$ cat config.mk
export PLATFORM = sky130hd
export DESIGN_NAME = lstm_layer_seq
export DESIGN_NICKNAME = d
export VERILOG_FILES = /design/src/rtl/lstm_layer_seq.sv
export SDC_FILE = /design/constraint.sdc
export NUM_CORES = 1
export LEC_CHECK = 0
export BUFFER_PORTS_ARGS = -buffer_cell sky130_fd_sc_hd__clkbuf_2
export CORE_MARGIN = 5
export CORE_UTILIZATION = 26
export CTS_CLUSTER_SIZE = 28
export DETAILED_ROUTE_END_ITERATION = 6
export REMOVE_ABC_BUFFERS = 1
export SYNTH_ARGS = -nofsm -noshare
export SYNTH_HDL_FRONTEND = slang
export SYNTH_SLANG_ARGS = --single-unit
$ cat constraint.sdc
create_clock -name clk -period 11.1 [get_ports clk]
set_input_delay 0.555 -clock clk [delete_from_list [all_inputs] [get_ports clk]]
set_output_delay 0.555 -clock clk [all_outputs]
set_load 0.01 [all_outputs]
$ cat src/rtl/lstm_layer_seq.sv
// lstm_layer_seq: control sequencer for one LSTM layer.
// For every timestep t and every cell it runs CLEAR -> ACC (K cycles) ->
// DRAIN (PIPE_LAT cycles) -> WRITE. After the final write it runs DONE.
// All outputs are registered. Each output value is computed from the next
// state and next counters, so a registered output always matches the state
// it is registered with.
//
// Ports:
//   clk, rst_n            clock, asynchronous active-low reset
//   start                 begin a sequence (sampled only in IDLE)
//   hold                  stall input, present only with LSTM_SEQ_HOLD_EN
//   busy, done            sequence active / one-cycle completion pulse
//   acc_rst, acc_x, acc_h accumulator clear / accumulate x*W / accumulate h*U
//   addr_x, rd_addr_w/u/b/h   operand read addresses
//   wr_h, wr_c, wr_addr_h/c   state memory write enables and addresses
//   cur_t, cur_cell       current timestep and cell
//
// Optional feature macro: LSTM_SEQ_HOLD_EN. It adds the hold input, which
// freezes the sequence and masks all strobes while it is high.
//
// Handshake: start is a level sampled only in IDLE. There is no ready
// signal, and a start seen outside IDLE is dropped. done marks completion.
module lstm_layer_seq #(
  parameter int N_INPUT    = 53,
  parameter int N_CELL     = 53,
  parameter int TIMESTEP   = 7,
  parameter int PIPE_LAT   = 1,
  parameter int ADDR_WIDTH = 12
) (
  input  logic                  clk,
  input  logic                  rst_n,
  input  logic                  start,
`ifdef LSTM_SEQ_HOLD_EN
  input  logic                  hold,
`endif
  output logic                  busy,
  output logic                  done,
  output logic                  acc_rst,
  output logic                  acc_x,
  output logic                  acc_h,
  output logic [ADDR_WIDTH-1:0] addr_x,
  output logic [ADDR_WIDTH-1:0] rd_addr_w,
  output logic [ADDR_WIDTH-1:0] rd_addr_u,
  output logic [ADDR_WIDTH-1:0] rd_addr_b,
  output logic [ADDR_WIDTH-1:0] rd_addr_h,
  output logic                  wr_h,
  output logic                  wr_c,
  output logic [ADDR_WIDTH-1:0] wr_addr_h,
  output logic [ADDR_WIDTH-1:0] wr_addr_c,
  output logic [ADDR_WIDTH-1:0] cur_t,
  output logic [ADDR_WIDTH-1:0] cur_cell
);
  localparam int AW = ADDR_WIDTH;
  localparam int K  = (N_INPUT > N_CELL) ? N_INPUT : N_CELL;
  localparam logic [AW-1:0] NI   = AW'(N_INPUT);
  localparam logic [AW-1:0] NC   = AW'(N_CELL);
  localparam logic [AW-1:0] KM1  = AW'(K - 1);
  localparam logic [AW-1:0] NCM1 = AW'(N_CELL - 1);
  localparam logic [AW-1:0] TM1  = AW'(TIMESTEP - 1);
  localparam logic [AW-1:0] ONE  = AW'(1);
  // When PIPE_LAT is 0 this value is all ones. DRAIN is never entered in
  // that case, so the value is never used.
  localparam logic [31:0] DCNT_LAST = 32'(PIPE_LAT - 1);
  localparam longint ADDR_SPAN = longint'(1) << AW;

  // Every address product must fit in the address space.
  if (longint'(TIMESTEP) * N_INPUT > ADDR_SPAN ||
      longint'(TIMESTEP) * N_CELL  > ADDR_SPAN ||
      longint'(N_CELL)   * K       > ADDR_SPAN) begin : g_addr_range_check
    $error("lstm_layer_seq: address products exceed 2**ADDR_WIDTH");
  end

  typedef enum logic [2:0] {
    S_IDLE, S_CLEAR, S_ACC, S_DRAIN, S_WRITE, S_DONE
  } state_t;

  state_t        state_q, state_d;
  logic [AW-1:0] t_q, t_d, cell_q, cell_d, k_q, k_d;
  logic [31:0]   dcnt_q, dcnt_d;
  logic          hold_act;

`ifdef LSTM_SEQ_HOLD_EN
  // Hold has no effect in IDLE, so it never blocks a start.
  assign hold_act = hold && (state_q != S_IDLE);
`else
  assign hold_act = 1'b0;
`endif

  always_ff @(posedge clk or negedge rst_n) begin
    if (!rst_n) begin
      state_q <= S_IDLE;
      t_q     <= '0;
      cell_q  <= '0;
      k_q     <= '0;
      dcnt_q  <= '0;
    end else begin
      state_q <= state_d;
      t_q     <= t_d;
      cell_q  <= cell_d;
      k_q     <= k_d;
      dcnt_q  <= dcnt_d;
    end
  end

  always_comb begin
    state_d = state_q;
    t_d     = t_q;
    cell_d  = cell_q;
    k_d     = k_q;
    dcnt_d  = dcnt_q;
    if (!hold_act) begin
      unique case (state_q)
        S_IDLE: if (start) begin
          state_d = S_CLEAR;
          t_d     = '0;
          cell_d  = '0;
        end
        S_CLEAR: begin
          state_d = S_ACC;
          k_d     = '0;
        end
        S_ACC: if (k_q == KM1) begin
          state_d = (PIPE_LAT == 0) ? S_WRITE : S_DRAIN;
          dcnt_d  = '0;
        end else begin
          k_d = k_q + ONE;
        end
        S_DRAIN: if (dcnt_q == DCNT_LAST) state_d = S_WRITE;
                 else dcnt_d = dcnt_q + 32'd1;
        S_WRITE: if (cell_q != NCM1) begin
          cell_d  = cell_q + ONE;
          state_d = S_CLEAR;
        end else if (t_q != TM1) begin
          cell_d  = '0;
          t_d     = t_q + ONE;
          state_d = S_CLEAR;
        end else begin
          state_d = S_DONE;
        end
        // DONE stays one more cycle only if hold masked its done pulse,
        // so the pulse is emitted after release.
        S_DONE: if (done) state_d = S_IDLE;
        default: state_d = S_IDLE;
      endcase
    end
  end

  // Next values of the registered outputs.
  logic          in_acc, x_ok, h_ok;
  logic [AW-1:0] t_m1;
  assign in_acc = (state_d == S_ACC) && !hold_act;
  assign x_ok   = k_d < NI;
  // h(-1) is zero at t=0, so the h operand is never read there.
  assign h_ok   = (k_d < NC) && (t_d != '0);
  assign t_m1   = t_d - ONE;

  always_ff @(posedge clk or negedge rst_n) begin
    if (!rst_n) begin
      busy      <= 1'b0;
      done      <= 1'b0;
      acc_rst   <= 1'b0;
      acc_x     <= 1'b0;
      acc_h     <= 1'b0;
      addr_x    <= '0;
      rd_addr_w <= '0;
      rd_addr_u <= '0;
      rd_addr_b <= '0;
      rd_addr_h <= '0;
      wr_h      <= 1'b0;
      wr_c      <= 1'b0;
      wr_addr_h <= '0;
      wr_addr_c <= '0;
      cur_t     <= '0;
      cur_cell  <= '0;
    end else begin
      busy    <= (state_d == S_CLEAR) || (state_d == S_ACC) ||
                 (state_d == S_DRAIN) || (state_d == S_WRITE);
      done    <= (state_d == S_DONE)  && !hold_act;
      acc_rst <= (state_d == S_CLEAR) && !hold_act;
      acc_x   <= in_acc && x_ok;
      acc_h   <= in_acc && h_ok;
      wr_h    <= (state_d == S_WRITE) && !hold_act;
      wr_c    <= (state_d == S_WRITE) && !hold_act;
      cur_t   <= t_d;
      cur_cell <= cell_d;
      // Each address keeps the last value of its own valid term.
      if (in_acc && x_ok) begin
        addr_x    <= t_d * NI + k_d;
        rd_addr_w <= cell_d * NI + k_d;
      end
      if (in_acc && (k_d < NC)) rd_addr_u <= cell_d * NC + k_d;
      if (in_acc && h_ok)       rd_addr_h <= t_m1 * NC + k_d;
      if ((state_d == S_CLEAR) && !hold_act) rd_addr_b <= cell_d;
      if ((state_d == S_WRITE) && !hold_act) begin
        wr_addr_h <= t_d * NC + cell_d;
        wr_addr_c <= t_d * NC + cell_d;
      end
    end
  end
endmodule

### After elaboration in Yosys (flattened, before gate mapping)

Index checks and enable logic that the tools add are counted.

| operators by class | value |
|---|---|
| add/subtract/negate cells | 9 |
| div/mod/pow operators | 0 |
| bitwise logic cells | 0 |
| shift operators | 0 |
| $lt $le $gt $ge | 1 |
| eq/ne operators | 15 |
| multipliers | 3 |
| multiplexer cells | 20 |
| reduce and logical (&&, ||, !) cells | 11 |

Operators with widths:

| kind | number |
|---|---|
| $mux W12 | 7 |
| $pmux W12 S2 | 3 |
| $mux W32 | 2 |
| $pmux W32 S2 | 1 |
| $add A12 B12 Y12 | 4 |
| $add A12 B1 Y12 const B | 3 |
| $mul A12 B6 Y12 const B | 3 |
| $add A32 B1 Y32 const B | 1 |
| $logic_not A32 Y1 | 1 |
| $mux W3 | 6 |
| $pmux W3 S6 | 1 |
| $eq A12 B6 Y1 const B | 1 |
| $eq A3 B2 Y1 const B | 4 |
| $eq A3 B3 Y1 const B | 4 |
| $lt A12 B6 Y1 const B | 1 |
| $ne A12 B3 Y1 const B | 1 |
| $ne A12 B6 Y1 const B | 1 |
| $reduce_bool A12 Y1 | 1 |
| $sub A12 B1 Y12 const B | 1 |
| $eq A3 B1 Y1 const B | 2 |
| $ne A2 B2 Y1 const B | 2 |
| $logic_and A1 B1 Y1 | 3 |
| $logic_not A3 Y1 | 1 |
| $logic_or A1 B1 Y1 | 3 |
| 2 further kinds | 2 |

| word-level totals | value |
|---|---|
| input port bits | 3 |
| bits in writable memories | 0 |
| bits in registers | 137 |
| memories | 0 |
| word-level logic and storage cells | 75 |
| bits in read-only memories | 0 |
| latch bits | 0 |
| output and inout port bits | 115 |

### Logic depth before layout (Yosys ltp)

Gate-level depths: netlist of the first run.

| depth | value |
|---|---|
| depth in word-level cells | 8 |
| gate-level depth with buffers | 30 |
| depth with buffers taken out | 29 |

### Worst setup path after synthesis of the first run

No wires, ideal clock.

| path | value |
|---|---|
| path type | reg2reg |
| start point | register, netlist name cur_cell[3] |
| end point | register rd_addr_h[11] |
| arrival time | 6.948 ns |
| cell stages (with the launch flop) | 29 |
| required time | 10.975 ns |
| period minus slack after synthesis | 7.072 ns |
| setup time | 0.125 ns |
| buffers on the path | 2 |
| slack | 4.028 ns |
| cells stage by stage | dfrtp_1 buf_6 or4b_4 or3_1 clkbuf_1 nor3_1 and2_1 nand3_1 xor2_1 nor2_1 inv_1 ha_1 nand3_1 a311oi_1 xnor2_1 ha_1 fa_1 fa_1 inv_1 fa_1 inv_1 ha_1 nor3_1 nor2_1 o41ai_1 o21ai_0 xnor3_1 xnor2_1 mux2_2 |

RTL lines:

| element | line | RTL |
|---|---|---|
| end signal: assignment | 192 | `if (in_acc && h_ok) rd_addr_h <= t_m1 * NC + k_d;` |
| end: declaration | 45 | `output logic [ADDR_WIDTH-1:0] rd_addr_h,` |

==> flow_metrics.tcl, run 1 <==
set metrics [dict create \
    final_common_cell "inv_1" \
    core_um2 42800 \
    p_sw_mw 0.480 \
    first_iter_violations 562 \
    seq_area_um2 3430 \
    pwr-share-comb_pct 25.2 \
    grt_pass1_vias 8461 \
    top_register "dcnt_q" \
    synth.avg_cell_area_um2 9.60 \
    dieArea_um2 47300 \
    yosys.area.top_type "dfrtp_1" \
    grt_usage_pct 13.1 \
    synthFlopType "dfrtp_1" \
    relSlewSlack_pct 28.1 \
    async_flop_share_pct 100 \
    rows 76 \
    timing.final.crit_period_ps 7740 \
    ys_ff_latch 137 \
    whs_ps 153 \
    portBuffers 117 \
    r2r_slack_ps 3360 \
    drive_gt1_share_pct 16.8 \
    floorplan.initialDensity_pct 26.1 \
    drv_cap 0 \
    end_kind "register" \
    yosysWarnings 0 \
    synthCells 1165 \
    ys_seq_area_share_pct 30.7 \
    wl_per_cell_um 16.9 \
    post-route-period-util_pct 69.7 \
    final.fill_count 4472 \
    die_h_um 217 \
    slew_viol_final 0 \
    post-synth-top-area-fraction_pct 30.7 \
    nets 1448 \
    ctsResizeCount 0 \
    status "completed" \
    power.leakage_nw 6.26 \
    worst_setup_path_start_kind "register" \
    synth.distinct_cells 71 \
    worstHoldPathType "primary input to asynchronous set/reset pin" \
    routed_wl_um 30900 \
    clk_pin_slew_ps 70 \
    synth_edf_count 0 \
    htreeDepth 4 \
    num_io_pins 118 \
    total_power_mw 1.54 \
    hold_buffers 0 \
    fp.dieW_um 217 \
    final_cell_mix "inv_1 (142), dfrtp_1 (137), ha_1 (129), clkbuf_2 (116), nand2_1 (91)" \
    p_sw_share_pct 31.2 \
    largest_reg_flops 32 \
    final.setup.tns_ps 0 \
    crit_type "register to register" \
    max_freq_mhz 129 \
    hold_viol 0 \
    cp_data_arrival_time_ps 8080 \
    cts_tree "built" \
    drtAntennaViolNets 0 \
    area_delta_synth_final_pct 14.9 \
    gr-total-overflow 0 \
    p_clk_share_pct 37.9 \
    cp.required_ps 11430 \
    drc 0 \
    grt_start_max_net_pins 79 \
    syn_area_um2 11200 \
    drtPass1Iterations 5 \
    rsz0062_at_grt "no" \
    antenna_found_initial 1 \
    clk_root_buffer_cell "clkbuf_16" \
    viasPerCell 4.69 \
    ir_drop_v 0.000107 \
    finalClockSkew_ps 15.4 \
    gp_congestion 0.861 \
    p_int_mw 1.06 \
    crit_fanout 9 \
    hpwl_um 24500 \
    clock-sinks 137 \
    vias 8552 \
    post_cts.repair.setup_buffers 0 \
    worst_pin_slew_ps 1080 \
    p_per_area_nw_per_um2 119 \
    setup_viol 0 \
    numCtsBuffers 17 \
    grt_pass1_wl_um 48200 \
    cts_max_path_buffers 2 \
    seqPwrFrac_pct 36.9 \
    synthTopCellsByArea "dfrtp_1 (31%), ha_1 (14%), fa_1 (9.3%)" \
    multi_input_area_um2 6920 \
    clkLatencyLatePin_ps 450 \
]
[cells by family (layout without fill, tap and decap cells)]
| logic type | count (synthesis) | after routing | share of synthesized area, % |
|---|---|---|---|
| multiplexers | 44 | 44 | 4.62 |
| buffers and inverters | 193 | 305 | 7.55 |
| flip-flops | 137 | 137 | 30.7 |
| adder cells (fa/ha/maj) | 181 | 181 | 23.7 |
| AO/OA/AOI/OAI | 182 | 182 | 10.2 |
| XOR/XNOR | 106 | 106 | 8.55 |
| other | 0 | 1 | 0 |
| AND/OR/NAND/NOR | 322 | 322 | 14.6 |
[critical path, cell delays in order, from the launching register on]
cell	delay (ps)
dfrtp_1	480
or4b_4	580
or3_1	530
nor3_1	450
and2_1	230
nand3_1	110
xor2_1	150
nor2_1	140
inv_1	110
ha_1	140
nand3_1	60
a311oi_1	670
xnor2_1	230
ha_1	350
fa_1	470
fa_1	540
inv_1	50
fa_1	490
inv_1	40
ha_1	220
o41ai_1	580
o21ai_0	250
xnor3_1	390
xnor2_1	140
mux2_2	260
[final timing paths]
check	depth (start not counted)	start	endpoint
setup / recovery	24	cur_cell[3]$_DFF_PN0_	rd_addr_h[11]$_DFFE_PN0P_
hold / removal	1	rst_n	k_q[0]$_DFF_PN0_
setup reg to reg	24	cur_cell[3]$_DFF_PN0_	rd_addr_h[11]$_DFFE_PN0P_
hold reg to reg	2	rd_addr_b[1]$_DFFE_PN0P_	rd_addr_b[1]$_DFFE_PN0P_
max in group asynchronous	2	rst_n	addr_x[6]$_DFFE_PN0P_
min in group clk	2	rd_addr_b[1]$_DFFE_PN0P_	rd_addr_b[1]$_DFFE_PN0P_
[through the flow]
stage | instances | utilization (%) | worst slack, ps | cell area (um2)
finish | 1824 | 30.0 | 3360 | 12800
global route | 1823 | 30.0 | 3000 | 12800
CTS | 1823 | 30.0 | 3370 | 12800
detailed placement | 1791 | 28.7 | 3390 | 12300
global placement | 1791 | 28.7 | 3720 | 12300
floorplan | 1114 | - | 4110 | 10900
[layout make-up]
| type | count | area share (%) |
|---|---|---|
| timing repair buffer | 131 | 5.42 |
| clock buffer | 19 | 3.45 |
| tap | 546 | 5.32 |
| antenna | 1 | 0.0195 |
| multi-input combinational | 835 | 53.9 |
| inverter | 142 | 4.15 |
| sequential | 137 | 26.7 |
| clock inverter | 13 | 1.11 |
[routing by layer]
metal | wire [um] | track usage [%]
met2 | 13900 | 20.6
met5 | 0 | 0
met4 | 526 | 3.54
met3 | 2210 | 3.87
met1 | 14200 | 17.7
[synth_stat cells, drive strengths merged, types with 5 or more instances]
library cell and instances:
inv 142, dfrtp 137, ha 129, nand2 91, xnor2 70, nor2 67
o21ai 57, a21oi 54, fa 52, mux2 37, xor2 34, buf 32
nand3 28, nor3 22, clkbuf 19, nand4 17, and3 16, or3 16
a21o 14, nor4 12, o31ai 10, and2 9, o21bai 9, a31oi 7
mux2i 7, nand2b 7, o31a 7, nor3b 5
[power groups by stage]
stage	combinational (mW)	clock [mW]	sequential, mW
after floorplan	0.240	0	0.594
after global placement	0.386	0	0.578
after detailed placement	0.392	0	0.578
after CTS	0.394	0.597	0.569
after global routing	0.436	0.618	0.572
final	0.387	0.581	0.567
Power figures use the tool's default switching activity.
==> run 2, diff against run 1 <==
==> constraint.sdc (replaced) <==
create_clock -name clk -period 6.7 [get_ports clk]
set_input_delay 0.335 -clock clk [delete_from_list [all_inputs] [get_ports clk]]
set_output_delay 0.335 -clock clk [all_outputs]
set_load 0.01 [all_outputs]
==> flow_metrics.tcl, run 2 (synthesis results as in run 1) <==
set metrics [dict create \
    status "completed" \
    clkLatencyLatePin_ps 440 \
    final_cell_mix "inv_1 (142), dfrtp_1 (137), ha_1 (129), clkbuf_2 (116), nand2_1 (91)" \
    final.fill_count 4432 \
    clock-sinks 137 \
    nets 1498 \
    finalClockSkew_ps 15.5 \
    max_freq_mhz 155 \
    drive_gt1_share_pct 20.9 \
    drtAntennaViolNets 0 \
    drtPass1Iterations 5 \
    grt_usage_pct 13.5 \
    routed_wl_um 31600 \
    first_iter_violations 462 \
    drv_cap 0 \
    timing.final.crit_period_ps 6440 \
    end_kind "register" \
    hold_viol 0 \
    fp.dieW_um 217 \
    core_um2 42800 \
    post-route-period-util_pct 96.1 \
    cp_data_arrival_time_ps 6760 \
    ir_drop_v 0.000157 \
    clk_pin_slew_ps 60 \
    floorplan.initialDensity_pct 26.1 \
    power.leakage_nw 6.54 \
    cts_max_path_buffers 2 \
    p_per_area_nw_per_um2 196 \
    antenna_found_initial 1 \
    die_h_um 217 \
    area_delta_synth_final_pct 19.4 \
    final.setup.tns_ps 0 \
    total_power_mw 2.62 \
    slew_viol_final 0 \
    wl_per_cell_um 16.8 \
    crit_fanout 5 \
    crit_type "register to register" \
    multi_input_area_um2 7010 \
    diodes 0 \
    dp_slack_ps -106 \
    layout_setup_ws_ps 260 \
    portBuffers 117 \
    relSlewSlack_pct 18.9 \
    setup_viol 0 \
    drc 0 \
    worst_pin_slew_ps 1210 \
    grt_pass1_wl_um 50800 \
    grt_start_max_net_pins 75 \
    hpwl_um 24800 \
    vias 8826 \
    final_common_cell "inv_1" \
    top_register "dcnt_q" \
    rows 76 \
    dp_cells 1838 \
    grt_pass1_vias 9103 \
    worst_setup_path_start_kind "register" \
    gp_congestion 0.876 \
    viasPerCell 4.71 \
    htreeDepth 4 \
    dieArea_um2 47300 \
    cp.required_ps 7020 \
    rsz0062_at_grt "no" \
    clk_root_buffer_cell "clkbuf_16" \
    numCtsBuffers 17 \
    seq_area_um2 3430 \
    largest_reg_flops 32 \
    cts_tree "built" \
    num_io_pins 118 \
    gr-total-overflow 0 \
    worstHoldPathType "register to register" \
    final_cells 1873 \
]
run 2: changes by cell type in the layout (fill, tap and decap cells not counted), moves of 3 or more:
cell and delta:
inv_6 -3, buf_4 +49, clkinvlp_4 +3, clkbuf_8 +3
run 2: critical path, stage by stage, from the launching register on:
cell and delay, ps:
dfrtp_1 380, or4b_4 570, or3_4 390, nor2_4 160, nand4_1 140, nand2_1 100
nand2_1 70, a21oi_2 190, buf_4 150, inv_1 120, ha_1 330, inv_1 70
fa_1 430, fa_1 560, inv_1 50, ha_1 330, a21oi_1 150, nor2_1 60
nor2_1 150, xnor2_1 170, ha_1 420, nand3_1 110, o311ai_1 490, a21o_1 210
a21oi_1 90, xor2_1 160, mux2_2 280
run 2: cell type report:
class / instances / area share (%)
multi-input combinational: 835 / 52.5
sequential: 137 / 25.7
timing repair buffer: 181 / 8.05
tap: 546 / 5.12
inverter: 142 / 3.99
clock buffer: 22 / 3.63
clock inverter: 10 / 1.06
run 2: what timing repair did:
item | 4_1_cts | 5_1_grt
setup buffers | 0 | 2
setup endpoints to repair | 1 | 5
hold buffers | 1 | 0
endpoints found under the hold margin | 69 | 0
gates resized for setup | 2 | 17
pin swaps | 0 | 6
run 2: routing by layer:
layer  up-vias  global-route usage (%)  share of wire, %
li1       4253                       -                 -
met1      4296                    18.3                47
met2       239                    22.3                46
met3        38                    2.82               5.3
met4         0                    3.18               1.6
met5         -                       0                 0
run 2: per-stage QoR:
stage | hold WS, ps | area [um2] | utilization, %
final | 475 | 13400 | 31.2
after global routing | 521 | 13400 | 31.2
after CTS | 484 | 13300 | 31.0
after detailed placement | 428 | 12600 | 29.5
after global placement | 418 | 12600 | 29.5
after floorplan | 39.4 | 10900 | -
run 2: power breakdown:
part,total (mW),internal (mW),leakage [nW],switching (mW)
registers,0.937,0.889,1.67,0.0473
logic,0.661,0.311,4.58,0.349
clock network,1.02,0.625,0.291,0.395
run 2: path summary, 6_finish.rpt:
| kind | from | to | slack [ps] | cells after the start |
|---|---|---|---|---|
| worst max-delay path | cur_cell[11]$_DFF_PN0_ | addr_x[11]$_DFFE_PN0P_ | 260 | 26 |
| worst min-delay path | rd_addr_b[2]$_DFFE_PN0P_ | rd_addr_b[2]$_DFFE_PN0P_ | 470 | 2 |
| worst max register to register | cur_cell[11]$_DFF_PN0_ | addr_x[11]$_DFFE_PN0P_ | 260 | 26 |
| worst min register to register | rd_addr_b[2]$_DFFE_PN0P_ | rd_addr_b[2]$_DFFE_PN0P_ | 470 | 2 |
| max in group asynchronous | rst_n | state_q[0]$_DFF_PN0_ | 4800 | 3 |
| min in group asynchronous | rst_n | rd_addr_w[11]$_DFFE_PN0P_ | 500 | 2 |
==> run 3, diff against run 2 <==
--- a/config.mk
+++ b/config.mk
@@ -10,6 +10,7 @@
 export CORE_UTILIZATION = 26
 export CTS_CLUSTER_SIZE = 28
 export DETAILED_ROUTE_END_ITERATION = 6
+export PLACE_DENSITY = 0.55
 export REMOVE_ABC_BUFFERS = 1
 export SYNTH_ARGS = -nofsm -noshare
 export SYNTH_HDL_FRONTEND = slang
==> flow_metrics.tcl, run 3 (synthesis results as in run 1) <==
set metrics [dict create \
    wl_per_cell_um 16.7 \
    drv_cap 0 \
    htreeDepth 4 \
    stdcell_area_um2 13400 \
    reg2reg_to "rd_addr_h[11]$_DFFE_PN0P_" \
    grt_pass1_wl_um 49800 \
    numCtsBuffers 17 \
    num_io_pins 118 \
    cts_tree "built" \
    vias 8857 \
    p_per_area_nw_per_um2 190 \
    grt_pass1_vias 8916 \
    cp_data_arrival_time_ps 6720 \
    ir_drop_v 0.000124 \
    hp-start "rd_addr_b[10]$_DFFE_PN0P_" \
    slowest_stage "or4b_4" \
    gp_congestion 0.873 \
    crit_fanout 4 \
    post-route-period-util_pct 95.4 \
    status "completed" \
    seqPwrFrac_pct 36.5 \
    r2r_slack_ps 310 \
    crit_type "register to register" \
    hold_path_end "rd_addr_b[10]$_DFFE_PN0P_" \
    hpwl_um 25300 \
    path_buf_inv 5 \
    max_freq_mhz 157 \
    cp.required_ps 7030 \
    gr-total-overflow 0 \
    top_register "dcnt_q" \
    slew_viol_final 0 \
    end_kind "register" \
    reg2regPathDepth 27 \
    first_iter_violations 543 \
    worst_path_most_repeated_cell "inv_1" \
    whs_path_depth 1 \
    largest_reg_flops 32 \
    p_sw_share_pct 31.2 \
    setup_viol 0 \
    clock-sinks 137 \
    routed_wl_um 31400 \
    area_delta_synth_final_pct 20.1 \
    clk_root_buffer_cell "clkbuf_16" \
    path_delay_family "adder cells" \
    core_um2 42800 \
    drtAntennaViolNets 0 \
    viasPerCell 4.70 \
    layout_setup_ws_ps 311 \
    final_common_cell "inv_1" \
    fin_util_pct 31.4 \
    timing.rr.start "cur_cell[11]$_DFF_PN0_" \
    fp.dieW_um 217 \
    timing.final.crit_period_ps 6390 \
    power.leakage_nw 6.58 \
    relSlewSlack_pct 32.6 \
    p_clk_share_pct 37.4 \
    pwr-share-comb_pct 26.1 \
    critPathMaxStageDelay_ps 570 \
    floorplan.initialDensity_pct 26.1 \
    worst_setup_path_start_kind "register" \
    dp_slack_ps 28.1 \
    rsz0062_at_grt "yes" \
    p_int_mw 1.76 \
    drive_gt1_share_pct 21.8 \
    hold_viol 0 \
    diodes 0 \
    drc 0 \
    clkLatencyLatePin_ps 450 \
    clk_pin_slew_ps 70 \
    final_cell_mix "inv_1 (142), dfrtp_1 (137), ha_1 (127), clkbuf_2 (116), nand2_1 (91)" \
    nets 1511 \
    die_h_um 217 \
    cts_max_path_buffers 2 \
    grt_start_max_net_pins 79 \
    dieArea_um2 47300 \
    finalClockSkew_ps 12.5 \
    worstHoldPathType "register to register" \
    drtPass1Iterations 6 \
    portBuffers 117 \
    antenna_found_initial 0 \
    p_sw_mw 0.798 \
    worst_pin_slew_ps 1000 \
    grt_usage_pct 13.4 \
    placed_cell_area_um2 12700 \
    rows 76 \
]
run 3: changes by cell type in the layout (fill, tap and decap cells not counted), moves of 2 or more:
| cell | previous run | this run |
|---|---|---|
| buf_4 | 63 | 76 |
| clkbuf_8 | 4 | 0 |
| clkinv_4 | 1 | 3 |
| clkinvlp_4 | 5 | 3 |
| ha_1 | 129 | 127 |
| ha_4 | 0 | 2 |
| inv_6 | 0 | 3 |
run 3: timing repair:
| action | 4_1_cts | 5_1_grt |
|---|---|---|
| hold buffers | 1 | 0 |
| hold endpoints to repair | 77 | 0 |
| setup endpoints to repair | 1 | 3 |
| gates resized for setup | 1 | 20 |
| setup buffers | 0 | 1 |
| pin swaps | 0 | 6 |
run 3: layer usage:
metal  up-vias  GRT usage, %  wire length [um]
met2       195          22.3             15000
met1      4338          18.0             14600
li1       4285             -                 -
met5         -             0                 0
met4         0          4.32               688
met3        39          2.10              1070
run 3: power by group through the flow:
| stage | sequential (mW) | clock, mW | combinational [mW] |
|---|---|---|---|
| global placement | 0.951 | 0 | 0.651 |
| finish | 0.933 | 0.955 | 0.666 |
| detailed placement | 0.951 | 0 | 0.663 |
| global route | 0.945 | 1.02 | 0.746 |
| floorplan | 0.984 | 0 | 0.397 |
| CTS | 0.936 | 0.984 | 0.670 |
run 3: worst reg2reg max path, cell delays in order, from the launching register on:
cell,delay (ps)
dfrtp_1,380
or4b_4,570
or3_4,450
nor3_4,190
and2_4,170
nand3_1,80
xor2_1,140
nor2_1,140
inv_1,80
ha_1,210
nand3_1,100
xnor2_1,80
ha_1,270
inv_1,50
fa_1,470
inv_1,60
fa_1,520
inv_1,50
fa_1,500
inv_1,70
ha_4,250
nand2_1,70
o21ai_1,90
o41ai_2,440
o21ai_2,100
xnor3_1,360
xnor2_1,140
mux2_2,260
run 3: final cells by class:
cell class	count	area, um2
clock inverters	13	145
inverters	142	533
flip-flops and latches	137	3430
clock buffers	19	433
multi-input cells	835	7030
well taps	546	683
fillers	4469	29400
repair buffers	194	1170
run 3: stage by stage:
stage                     instances  setup TNS [ps]  power [mW]  hold WS, ps
final                          1886               0        2.55          484
after global routing           1886           -89.9        2.71          523
after CTS                      1885               0        2.59          492
after detailed placement       1852               0        1.61          445
after global placement         1852               0        1.60          444
after floorplan                1114            -288        1.38         39.4
run 3: worst max-delay path by stage:
stage / slack [ps] / end / cells after the start / start
4_1_cts: 60 / rd_addr_h[11]$_DFFE_PN0P_ / 27 / cur_cell[11]$_DFF_PN0_
3_5_place_dp: 30 / rd_addr_h[11]$_DFFE_PN0P_ / 27 / cur_cell[11]$_DFF_PN0_
2_1_floorplan: -290 / rd_addr_h[11]$_DFFE_PN0P_ / 26 / cur_cell[3]$_DFF_PN0_
5_1_grt: -90 / rd_addr_h[11]$_DFFE_PN0P_ / 25 / cur_t[6]$_DFF_PN0_
6_report: 310 / rd_addr_h[11]$_DFFE_PN0P_ / 27 / cur_cell[11]$_DFF_PN0_
3_3_place_gp: 120 / rd_addr_h[11]$_DFFE_PN0P_ / 27 / cur_cell[11]$_DFF_PN0_
